[src/rtl/gate_sweep_pkg.sv]
// Shared types and the gate truth-table reference for the gate-unit self-test sequencer.
package gate_sweep_pkg;

  localparam int unsigned NUM_VECTORS = 4;
  localparam int unsigned OUT_W       = 3;

  typedef enum logic [1:0] {
    ST_IDLE   = 2'd0,
    ST_SETTLE = 2'd1,
    ST_CHECK  = 2'd2,
    ST_DONE   = 2'd3
  } state_e;

  // Expected gate-unit response packed as {not, and, or}.
  function automatic logic [OUT_W-1:0] exp_outputs(input logic a, input logic b);
    return {~a, a & b, a | b};
  endfunction

endpackage

[src/rtl/gate_sweep_ctrl_ref.sv]
// Combinational expected-value model of the two-input gate unit.
module gate_ref_model
  import gate_sweep_pkg::*;
(
  input  logic             a_i,
  input  logic             b_i,
  output logic [OUT_W-1:0] exp_o
);

  always_comb begin
    exp_o = exp_outputs(a_i, b_i);
  end

endmodule

[src/rtl/gate_sweep_ctrl.sv]
// Self-test sequencer: sweeps a/b through 00..11, settles, samples NOT/AND/OR and
// logs per-vector results against the reference truth table.
module gate_sweep_ctrl
  import gate_sweep_pkg::*;
#(
  parameter int unsigned SETTLE_CYCLES = 2
) (
  input  logic        clk,
  input  logic        rst,
  input  logic        start,
  input  logic        abort,
  output logic        gate_a,
  output logic        gate_b,
  input  logic        gate_not,
  input  logic        gate_and,
  input  logic        gate_or,
  output logic        busy,
  output logic        done,
  output logic        pass,
  output logic [3:0]  err_mask,
  output logic [11:0] out_log
);

  localparam int unsigned         CNT_W    = $clog2(SETTLE_CYCLES + 1);
  localparam logic [CNT_W-1:0]    CNT_LAST = CNT_W'(SETTLE_CYCLES - 1);
  localparam logic [1:0]          IDX_LAST = 2'(NUM_VECTORS - 1);

  state_e                          state_q, state_d;
  logic [1:0]                      idx_q, idx_d;
  logic [CNT_W-1:0]                cnt_q, cnt_d;
  logic                            gate_a_q, gate_a_d;
  logic                            gate_b_q, gate_b_d;
  logic                            pass_q, pass_d;
  logic [NUM_VECTORS-1:0]          err_q, err_d;
  logic [NUM_VECTORS*OUT_W-1:0]    log_q, log_d;

  logic [OUT_W-1:0]                exp_vec;
  logic [OUT_W-1:0]                sample;
  logic [1:0]                      idx_nxt;

  gate_ref_model u_ref (
    .a_i   (gate_a_q),
    .b_i   (gate_b_q),
    .exp_o (exp_vec)
  );

  assign sample  = {gate_not, gate_and, gate_or};
  assign idx_nxt = idx_q + 2'd1;

  always_comb begin
    state_d  = state_q;
    idx_d    = idx_q;
    cnt_d    = cnt_q;
    gate_a_d = gate_a_q;
    gate_b_d = gate_b_q;
    pass_d   = pass_q;
    err_d    = err_q;
    log_d    = log_q;

    case (state_q)
      ST_IDLE: begin
        gate_a_d = 1'b0;
        gate_b_d = 1'b0;
        if (start && !abort) begin
          state_d = ST_SETTLE;
          idx_d   = '0;
          cnt_d   = '0;
          err_d   = '0;
          log_d   = '0;
          pass_d  = 1'b0;
        end
      end
      ST_SETTLE: begin
        cnt_d = cnt_q + 1'b1;
        if (cnt_q == CNT_LAST) state_d = ST_CHECK;
      end
      ST_CHECK: begin
        log_d[idx_q*OUT_W +: OUT_W] = sample;
        if (sample != exp_vec) err_d[idx_q] = 1'b1;
        if (idx_q == IDX_LAST) begin
          state_d = ST_DONE;
          // Verdict includes the vector captured on this same edge.
          pass_d  = ~|err_d;
        end else begin
          state_d  = ST_SETTLE;
          idx_d    = idx_nxt;
          cnt_d    = '0;
          gate_a_d = idx_nxt[1];
          gate_b_d = idx_nxt[0];
        end
      end
      ST_DONE: begin
        state_d  = ST_IDLE;
        gate_a_d = 1'b0;
        gate_b_d = 1'b0;
      end
      default: state_d = ST_IDLE;
    endcase

    // Abort overrides any capture in flight; partial results are retained.
    if (abort && state_q != ST_IDLE) begin
      state_d  = ST_IDLE;
      idx_d    = '0;
      cnt_d    = '0;
      gate_a_d = 1'b0;
      gate_b_d = 1'b0;
      pass_d   = 1'b0;
      err_d    = err_q;
      log_d    = log_q;
    end
  end

  always_ff @(posedge clk) begin
    if (rst) begin
      state_q  <= ST_IDLE;
      idx_q    <= '0;
      cnt_q    <= '0;
      gate_a_q <= 1'b0;
      gate_b_q <= 1'b0;
      pass_q   <= 1'b0;
      err_q    <= '0;
      log_q    <= '0;
    end else begin
      state_q  <= state_d;
      idx_q    <= idx_d;
      cnt_q    <= cnt_d;
      gate_a_q <= gate_a_d;
      gate_b_q <= gate_b_d;
      pass_q   <= pass_d;
      err_q    <= err_d;
      log_q    <= log_d;
    end
  end

  assign gate_a   = gate_a_q;
  assign gate_b   = gate_b_q;
  assign busy     = (state_q != ST_IDLE);
  assign done     = (state_q == ST_DONE);
  assign pass     = pass_q;
  assign err_mask = err_q;
  assign out_log  = log_q;

endmodule

[config.mk]
export PLATFORM = sky130hd
export DESIGN_NAME = gate_sweep_ctrl
export DESIGN_NICKNAME = d
export VERILOG_FILES = /design/src/rtl/gate_sweep_pkg.sv /design/src/rtl/gate_sweep_ctrl_ref.sv /design/src/rtl/gate_sweep_ctrl.sv
export SDC_FILE = /design/constraint.sdc
export NUM_CORES = 1
export LEC_CHECK = 0
export BUFFER_PORTS_ARGS = -buffer_cell sky130_fd_sc_hd__buf_2
export CAP_MARGIN = 20
export CORE_ASPECT_RATIO = 1.2
export CORE_MARGIN = 3
export CORE_UTILIZATION = 55
export CTS_CLUSTER_SIZE = 28
export DETAILED_ROUTE_END_ITERATION = 8
export PLACE_DENSITY = 0.83
export SLEW_MARGIN = 10
export SYNTH_ARGS = -nofsm -noshare
export SYNTH_HDL_FRONTEND = slang
export SYNTH_SLANG_ARGS = --single-unit
[constraint.sdc]
create_clock -name clk -period 5.34 [get_ports clk]
set_input_delay 0.267 -clock clk [delete_from_list [all_inputs] [get_ports clk]]
set_output_delay 0.267 -clock clk [all_outputs]
set_load 0.01 [all_outputs]
==> results.md, run 1 <==
- Clock Skew: 0.008334 ns
- Max Freq: 0.4692 GHz
- Sum Neg Setup Slack: 0 ns
- Clock tree from TritonCTS: yes
- N_diodes: 0
- Post-Syn Area: 1360 um2
- Post-synth EDFFs: 0
- CP Launch Point: state_q[0]$_SDFFE_PP0P_
- HPWL after DPL: 2.400 mm
- Sw Share: 39.27%
- Synth warn: 0
- Critical Path AT: 2.40 ns
- Initial antenna violation count: 0
- Routed length per instance: 15.03 um
- CTS buffer count: 3
- Hold Crit Class: input pin to flop
- # clock sinks: 25
- Setup ws final: 3.209 ns
- Starting Density: 58.38%
- Crit Path Class: flop to flop
- Status: finished, final reports clean
- Vias in the first global route: 1145
- Synth area leaders: dfxtp_1 37%, ha_1 9.2%, nand2b_1 7.4%, a21oi_1 6.3%, a2111oi_4 4.0%
- IO Port Bufs: 27
- Area growth, synth to finish: 13.80%
- Final max-slew violation count: 0
- Share of layout cells above drive strength 1: 21.47%
- Final core utilization: 66.43%
- RSZ-0062 raised after global routing: false
- Commonest cells post-synth: 25 x dfxtp_1, 17 x a21oi_1, 16 x nand2b_1
- Combinational share of power: 42.2%
- Die X: 51.40 um
- Largest net degree at the start of global routing: 17
- Final Critical Period: 2.131 ns
- First-pass GRT wire length: 5.043 mm
- Clk slew on worst S/H paths: 0.14 ns
- Post-synth top area share: 36.80%
- Final hold vios: 0
- Clock Tree Root: clkbuf_4
- CP Launch Type: flop
- Crit. End Element: flop
- Worst slew margin: 57.04%
- Internal: 309.3 uW
- P_leak: 0.0006253 uW
- Net load switching power: 200.0 uW
- Longest Clk Path Bufs: 2
- Vias/cell: 5.865
- Cells after Synth: 150
- Power Dens Cells: 329.1 nW/um2
- Max Cap Violations: 0
- Maximum vdd drop: 0.1732 mV
- # IOs: 28
- Source of the worst hold timing path: gate_not
- Period utilisation layout: 39.91%
- R2R Path Start: state_q[0]$_SDFFE_PP0P_
- Total Nets Final: 195
- DR pass1 iterations: 4
- CTS resizes: 0
- Mapped Nets: 167
- Die Y: 60.48 um
- Latest clock arrival within the worst-skew pair: 0.33 ns
- Pre-CTS setup slack: 3.310 ns
- Gr ovfl total: 0
- Die area: 3108 um2
- # rows: 19
- Top-count cell post-synth: dfxtp_1
- Hold Buf Count CTS: 0
- First DRT Iteration DRCs: 46
- Post-synthesis sequential area ratio: 36.80%
- Post-route DRC: 0
- Global Route Usage Sum: 21.22%
- Worst hold slack: 0.2256 ns
- Postcts setup bufs: 0
- Cell variety after synth: 34
- CP max FO: 12
- Leading area contributor after synthesis: dfxtp_1
- Post-route ant nets: 0
- Core region area: 2330 um2
- Required time worst endpoint: 5.61 ns
- Synthesis-stage register bit count: 25
- Total Wirelength: 3.126 mm
- Syn avg cell area: 9.067 um2
- H-tree depth: 1
- Via count: 1220
- Sequential Power Share: 40.5%
- Post-synth top flop: dfxtp_1
- Final Setup Violations: 0
- GP Congestion: 0.8074
- Least-Margin Pin Slew: 0.6394 ns
- Async SR Flop Fraction: 0%
- Clk network pwr share: 17.4%
cells by family (layout without fill, tap and decap cells):
| logic type | Yosys count | in the layout | synth area share [%] |
|---|---|---|---|
| buf+inv | 16 | 43 | 4.507 |
| fa+ha+maj | 10 | 10 | 9.200 |
| xor+xnor | 1 | 1 | 0.6441 |
| simple gates | 60 | 60 | 25.94 |
| mux | 2 | 2 | 1.472 |
| compound gates | 36 | 36 | 21.43 |
| flops | 25 | 25 | 36.80 |
flip-flops by register name, indices dropped and copies added, names as in the netlist:
name / flops
idx_q: 2
out_log: 12
err_mask: 4
pass: 1
gate_a: 1
gate_b: 1
cnt_q: 2
state_q: 2
final timing paths:
path | to | slack (ns) | depth (start not counted)
max reg2reg | out_log[4]$_SDFFE_PP0P_ | 3.21 | 6
min reg2reg | out_log[1]$_SDFFE_PP0P_ | 0.48 | 2
min | out_log[2]$_SDFFE_PP0P_ | 0.23 | 3
max | out_log[4]$_SDFFE_PP0P_ | 3.21 | 6
routing by layer:
layer | wire length (um) | global-route usage, % | part of all wire, %
met1 | 1342 | 25.38 | 43
met2 | 1539 | 38.00 | 49
met3 | 191 | 2.948 | 6.1
met4 | 53 | 8.989 | 1.7
met5 | 0 | 0 | 0
power by group through the flow:
stage	Clock (uW)	Sequential, uW	Combinational, uW
floorplan	0	209	163
global placement	0	209	197
detailed placement	0	210	209
CTS	91.0	206	210
global route	95.0	208	233
finish	88.5	206	215
per-stage QoR:
stage	cells	instance area, um2	power [uW]
final	208	1548	509.4
after detailed placement	204	1518	418.6
after global placement	204	1518	406.0
after floorplan	150	1360	371.5
after global routing	208	1548	535.8
after CTS	208	1548	507.2
area by class of cell:
type	instances	area [um2]
Timing Repair Buffer	27	135.1
Fill cell	218	782.0
Multi-Input combinational cell	109	798.3
Clock buffer	3	22.52
Inverter	12	45.04
Tap cell	31	38.79
Sequential cell	25	500.5
Clock inverter	1	7.507
critical path, stage by stage (launching register included):
cell	delay, ns
dfxtp_1	0.37
inv_1	0.12
ha_1	0.40
nor2_1	0.23
nor3_1	0.58
nand4_1	0.20
a21oi_1	0.18
cells in the final DEF, fill, tap and decap left out:
cell type / count
a2111oi_4: 2
a21oi_1: 17
xnor2_1: 1
a2111oi_2: 1
nor2b_1: 5
a32o_1: 1
a22o_1: 3
a211oi_2: 1
nor2_1: 8
a21o_1: 2
or2_2: 1
and2_1: 2
o32ai_1: 1
a211oi_1: 3
a311oi_1: 1
nand3_1: 7
a2111oi_0: 2
nand2_1: 2
dfxtp_1: 25
nor4_1: 2
nor2b_4: 1
buf_2: 27
a22oi_1: 2
mux2i_1: 2
clkinvlp_4: 1
ha_1: 10
nor4_2: 1
clkbuf_4: 3
nand3b_1: 2
nor3_1: 4
inv_1: 12
or3_1: 1
and3_1: 2
nand4_1: 6
nand2b_1: 16
Power figures use the tool's default switching activity.
==> run 2: changes to the inputs <==
CORE_UTILIZATION = 48   (was 55)
PLACE_DENSITY = 0.77   (was 0.83)
clock period = 1.85 ns   (was 5.34 ns; I/O delays follow)
==> run 2 against run 1 <==
Clock skew down 0.0065 ns. Worst setup slack worse by 3.1 ns. Register-to-register slack worse by 3.1 ns. Wire length up 5.2%.
==> results.md, run 2 (synthesis gave the netlist of run 1 again) <==
- Status: finished, final reports clean
- Share of layout cells above drive strength 1: 28.88%
- Commonest cells after routing, fill and taps aside: 27 x buf_2, 23 x dfxtp_1, 17 x a21oi_1, 16 x nand2b_1, 12 x inv_1
- Clock Tree Root: clkbuf_4
- CP max FO: 7
- Clock Skew: 0.001790 ns
- DP Area: 1595 um2
- Crit. End Element: flop
- Vias in the first global route: 1286
- Max Freq: 0.5756 GHz
- Die Y: 64.31 um
- Routed length per instance: 14.95 um
- Finished layout cell area: 1668 um2
- Post-route DRC: 0
- Final hold vios: 0
- Longest Clk Path Bufs: 2
- Total Wirelength: 3.290 mm
- Worst hold slack: 0.06145 ns
- CTS buffer count: 3
- Multi-input gate area: 842.1 um2
- H-tree depth: 1
- Period utilisation layout: 93.91%
- Hold Crit Class: input pin to flop
- Required time worst endpoint: 2.07 ns
- Total Nets Final: 205
- Total power: 1655 uW
- Final max-slew violation count: 0
- Critical Path AT: 1.96 ns
- Most common cell after layout, fill and taps aside: buf_2
- Worst slew margin: 74.16%
- Gr ovfl total: 0
- Power Dens Cells: 992.4 nW/um2
- # rows: 20
- Max Cap Violations: 0
- Layout fillers: 218
- Final Critical Period: 1.737 ns
- Sum Neg Setup Slack: 0 ns
- Max reg flops: 12
- Die X: 54.59 um
- Latest clock arrival within the worst-skew pair: 0.32 ns
- First-pass GRT wire length: 5.513 mm
- CP Launch Type: flop
- GP Congestion: 0.9405
- Vias/cell: 5.732
- First DRT Iteration DRCs: 30
- Largest net degree at the start of global routing: 17
- # clock sinks: 25
- Register area: 503.0 um2
- Starting Density: 51.76%
- Final Setup Violations: 0
- Area growth, synth to finish: 22.63%
- Global Route Usage Sum: 20.94%
- N_diodes: 0
- Least-Margin Pin Slew: 0.3779 ns
- Via count: 1261
- Crit Path Class: flop to flop
- HPWL after DPL: 2.570 mm
- P_leak: 0.0006824 uW
- Die area: 3511 um2
- DR pass1 iterations: 4
- Clock tree from TritonCTS: yes
- # IOs: 28
- Maximum vdd drop: 0.5076 mV
- Post-route ant nets: 0
- Clk slew on worst S/H paths: 0.13 ns
- R2r setup slk: 0.11 ns
- IO Port Bufs: 27
- Initial antenna violation count: 0
- Core region area: 2628 um2
- Postcts setup bufs: 0
[run 2: path summary, 6_finish.rpt]
path / cells past startpoint / from / end
hold / removal: 3 / gate_not / out_log[11]$_SDFFE_PP0P_
setup reg to reg: 7 / state_q[1]$_SDFFE_PP0P_ / out_log[7]$_SDFFE_PP0P_
setup / recovery: 7 / state_q[1]$_SDFFE_PP0P_ / out_log[7]$_SDFFE_PP0P_
hold reg to reg: 2 / out_log[5]$_SDFFE_PP0P_ / out_log[5]$_SDFFE_PP0P_
[run 2: power breakdown]
| group | internal [uW] | switching, uW | leakage (uW) |
|---|---|---|---|
| clock network | 84.6 | 165 | 0.0000150 |
| logic | 379 | 440 | 0.000465 |
| registers | 566 | 21.4 | 0.000203 |
| total | 1030 | 626 | 0.000682 |
[run 2: repair_timing]
action / CTS / global route
resized for setup: 3 / 7
pin swaps: 0 / 2
endpoints found under the setup margin: 7 / 15
hold buffers: 0 / 0
[run 2: metal layers]
layer | track usage, % | vias up | share of wire [%]
met5 | 0 | - | 0
met4 | 9.969 | 0 | 2.6
met3 | 3.263 | 9 | 5.1
met2 | 34.76 | 39 | 50
met1 | 25.11 | 602 | 42
li1 | - | 611 | -
[run 2: metrics by stage]
step | cells | utilization (%) | setup slack [ns]
finish | 220 | 63.48 | 0.1127
CTS | 220 | 62.19 | 0.02811
global route | 220 | 63.48 | -0.04087
global placement | 216 | 60.71 | 0.08567
floorplan | 150 | - | 0.05097
detailed placement | 216 | 60.71 | -0.006744
[run 2: worst max-delay path, stage by stage, from the launching register on]
cell       delay (ns)
dfxtp_2          0.39
inv_1            0.09
ha_1             0.25
nor2b_4          0.18
a2111oi_1        0.37
buf_4            0.19
nand2b_1         0.10
a21oi_1          0.06
[run 2: layout make-up]
cell class	instances	area share, %
Multi-Input combinational cell	109	50.49
Sequential cell	25	30.16
Clock buffer	4	1.575
Timing Repair Buffer	37	12.60
Inverter	12	2.701
Tap cell	33	2.476
==> run 3: changes to the inputs <==
CORE_UTILIZATION = 53   (was 48)
PLACE_DENSITY = 0.81   (was 0.77)
clock period = 1.7 ns   (was 1.85 ns; I/O delays follow)
==> run 3 against run 2 <==
Clock power rose by 12%. The flow now finishes with violations (negative setup slack). First-iteration DRC count rose by 77%. Register-to-register slack worse by 0.15 ns. Combinational power up 21%. Sequential power up 10%. Core utilization is 10 points higher. Critical path depth unchanged. Global-route usage grew 1.5 points. Highest routed layer unchanged. Hold slack worse by 0.023 ns.
==> results.md, run 3 (synthesis gave the netlist of run 1 again) <==
- # IOs: 28
- Clk network pwr share: 14.6%
- Layout fillers: 184
- Global Route Usage Sum: 22.40%
- Crit path cell chain: buf_4 > ha_4 > buf_4 > a2111oi_1 > buf_4 > nand2b_1 > a21oi_1
- Die X: 52.25 um
- # rows: 19
- Clock tree from TritonCTS: yes
- Sequential Power Share: 33.7%
- Die area: 3213 um2
- Maximum vdd drop: 0.7482 mV
- Die Y: 61.49 um
- Power Dens Cells: 1092 nW/um2
- Area growth, synth to finish: 29.07%
- Clock Skew: 0.006465 ns
- Required time worst endpoint: 1.93 ns
- DP Area: 1610 um2
- Worst R2R Path Depth: 7
- Routed length per instance: 17.08 um
- Final Critical Period: 1.737 ns
- Critical Path Sink: out_log[4]$_SDFFE_PP0P_
- Setup ws final: -0.03724 ns
- Final max-slew violation count: 0
- Most common cell after layout, fill and taps aside: buf_2
- Worst Path Buf+Inv: 3
- Gr ovfl total: 0
- Slowest stage cell, crit path: a2111oi_1
- Hold Buf Count CTS: 0
- Levels on crit path: 7
- Crit. End Element: flop
- Total Wirelength: 3.825 mm
- HPWL after DPL: 2.534 mm
- R2R Path Start: state_q[1]$_SDFFE_PP0P_
- Clock Tree Root: clkbuf_4
- RSZ-0062 raised after global routing: true
- Max Cap Violations: 0
- Status: finished, violations left
- Final Setup Violations: 4
- Vias in the first global route: 1296
- Met2 Wirelength: 1.952 mm
- Failing checks: negative setup slack
- CP top delay family: buffers and inverters
- R2r setup slk: -0.04 ns
- Final std cells w/o fill: 224
- Crit Path Class: flop to flop
- CP max stage delay: 0.40 ns
- Commonest cells after routing, fill and taps aside: 27 x buf_2, 22 x dfxtp_1, 16 x nand2b_1, 16 x buf_4, 15 x a21oi_1
- Combinational share of power: 51.7%
- Clk slew on worst S/H paths: 0.14 ns
- Least-Margin Pin Slew: 0.4426 ns
- Post-route DRC: 0
- Final core utilization: 73.84%
- Sw Share: 38.79%
- Largest net degree at the start of global routing: 17
- N_diodes: 0
- IO Port Bufs: 27
- Finished layout cell area: 1755 um2
- # clock sinks: 25
- Via count: 1364
- Wl on met1: 1.572 mm
- Hold Crit Class: input pin to flop
- DR top layer: met4
- GP Congestion: 0.8856
- Met3 WL post-DR: 235 um
- H-tree depth: 1
- DR pass1 iterations: 5
- First-pass GRT wire length: 5.444 mm
- First DRT Iteration DRCs: 53
- Max reg flops: 12
- Source of the worst hold timing path: gate_or
- Final hold vios: 0
- Internal: 1174 uW
- Cell with the most instances on the worst path: buf_4
- Longest Clk Path Bufs: 2
- WHS Path Cells: 3
- Latest clock arrival within the worst-skew pair: 0.34 ns
- Period utilisation layout: 102.2%
- Share of layout cells above drive strength 1: 37.31%
- Critical Path AT: 1.96 ns
- Max Freq: 0.5756 GHz
- Sum Neg Setup Slack: -0.1148 ns
- P_leak: 0.0007211 uW
- Starting Density: 57.21%
- Total Nets Final: 211
- Core region area: 2377 um2
- Worst slew margin: 70.32%
- Initial antenna violation count: 0
- CP Launch Point: state_q[1]$_SDFFE_PP0P_
- CP Launch Type: flop
- Placed cells: 216
- Net load switching power: 743.9 uW
- CTS buffer count: 3
- Post-route ant nets: 0
- CP max FO: 7
- Crit Reg-Reg Endpoint: out_log[4]$_SDFFE_PP0P_
- Vias/cell: 6.089
-- run 3: metal layers --
| layer | track usage, % | vias to the layer above |
|---|---|---|
| met5 | 0 | - |
| met4 | 9.854 | 0 |
| met3 | 3.632 | 9 |
| met2 | 40.22 | 61 |
| met1 | 26.26 | 668 |
| li1 | - | 626 |
-- run 3: timing repair --
action / 4_1_cts / 5_1_grt
buffers inserted: 0 / 4
resized for setup: 6 / 19
setup endpoints to repair: 14 / 20
pin swaps: 0 / 2
-- run 3: worst min-delay path by stage --
stage	endpoint	slack, ns
finish	out_log[9]$_SDFFE_PP0P_	0.04
global route	out_log[9]$_SDFFE_PP0P_	0.05
global placement	out_log[9]$_SDFFE_PP0P_	0.39
floorplan	out_log[5]$_SDFFE_PP0P_	0.15
detailed placement	out_log[9]$_SDFFE_PP0P_	0.40
CTS	out_log[9]$_SDFFE_PP0P_	0.04
-- run 3: layout make-up --
type	instances	area [um2]	share of cell area (%)
Multi-Input combinational cell	109	877.1	49.96
Sequential cell	25	509.2	29.01
Timing Repair Buffer	43	255.2	14.54
Inverter	12	47.55	2.708
Tap cell	31	38.79	2.210
Clock buffer	3	22.52	1.283
Clock inverter	1	5.005	0.2851
-- run 3: power groups by stage --
stage               sequential (uW)  combinational [uW]  clock, uW
finish                          647                 991        280
global route                    651                1070        301
CTS                             639                 819        278
detailed placement              650                 794          0
global placement                647                 758          0
floorplan                       655                 518          0
-- run 3: worst min-delay path, cell delays in order --
cell,delay (ns)
buf_2,0.13
nand3_1,0.07
a21oi_1,0.06
-- run 3: per-stage QoR --
| stage | hold WS [ns] | setup WS, ns | power (uW) |
|---|---|---|---|
| 6_report | 0.03861 | -0.03724 | 1918 |
| 5_1_grt | 0.05274 | -0.1696 | 2022 |
| 4_1_cts | 0.04320 | 0.001247 | 1736 |
| 3_5_place_dp | 0.4036 | -0.08453 | 1444 |
| 3_3_place_gp | 0.3900 | -0.04922 | 1405 |
| 2_1_floorplan | 0.1541 | 0.01078 | 1173 |
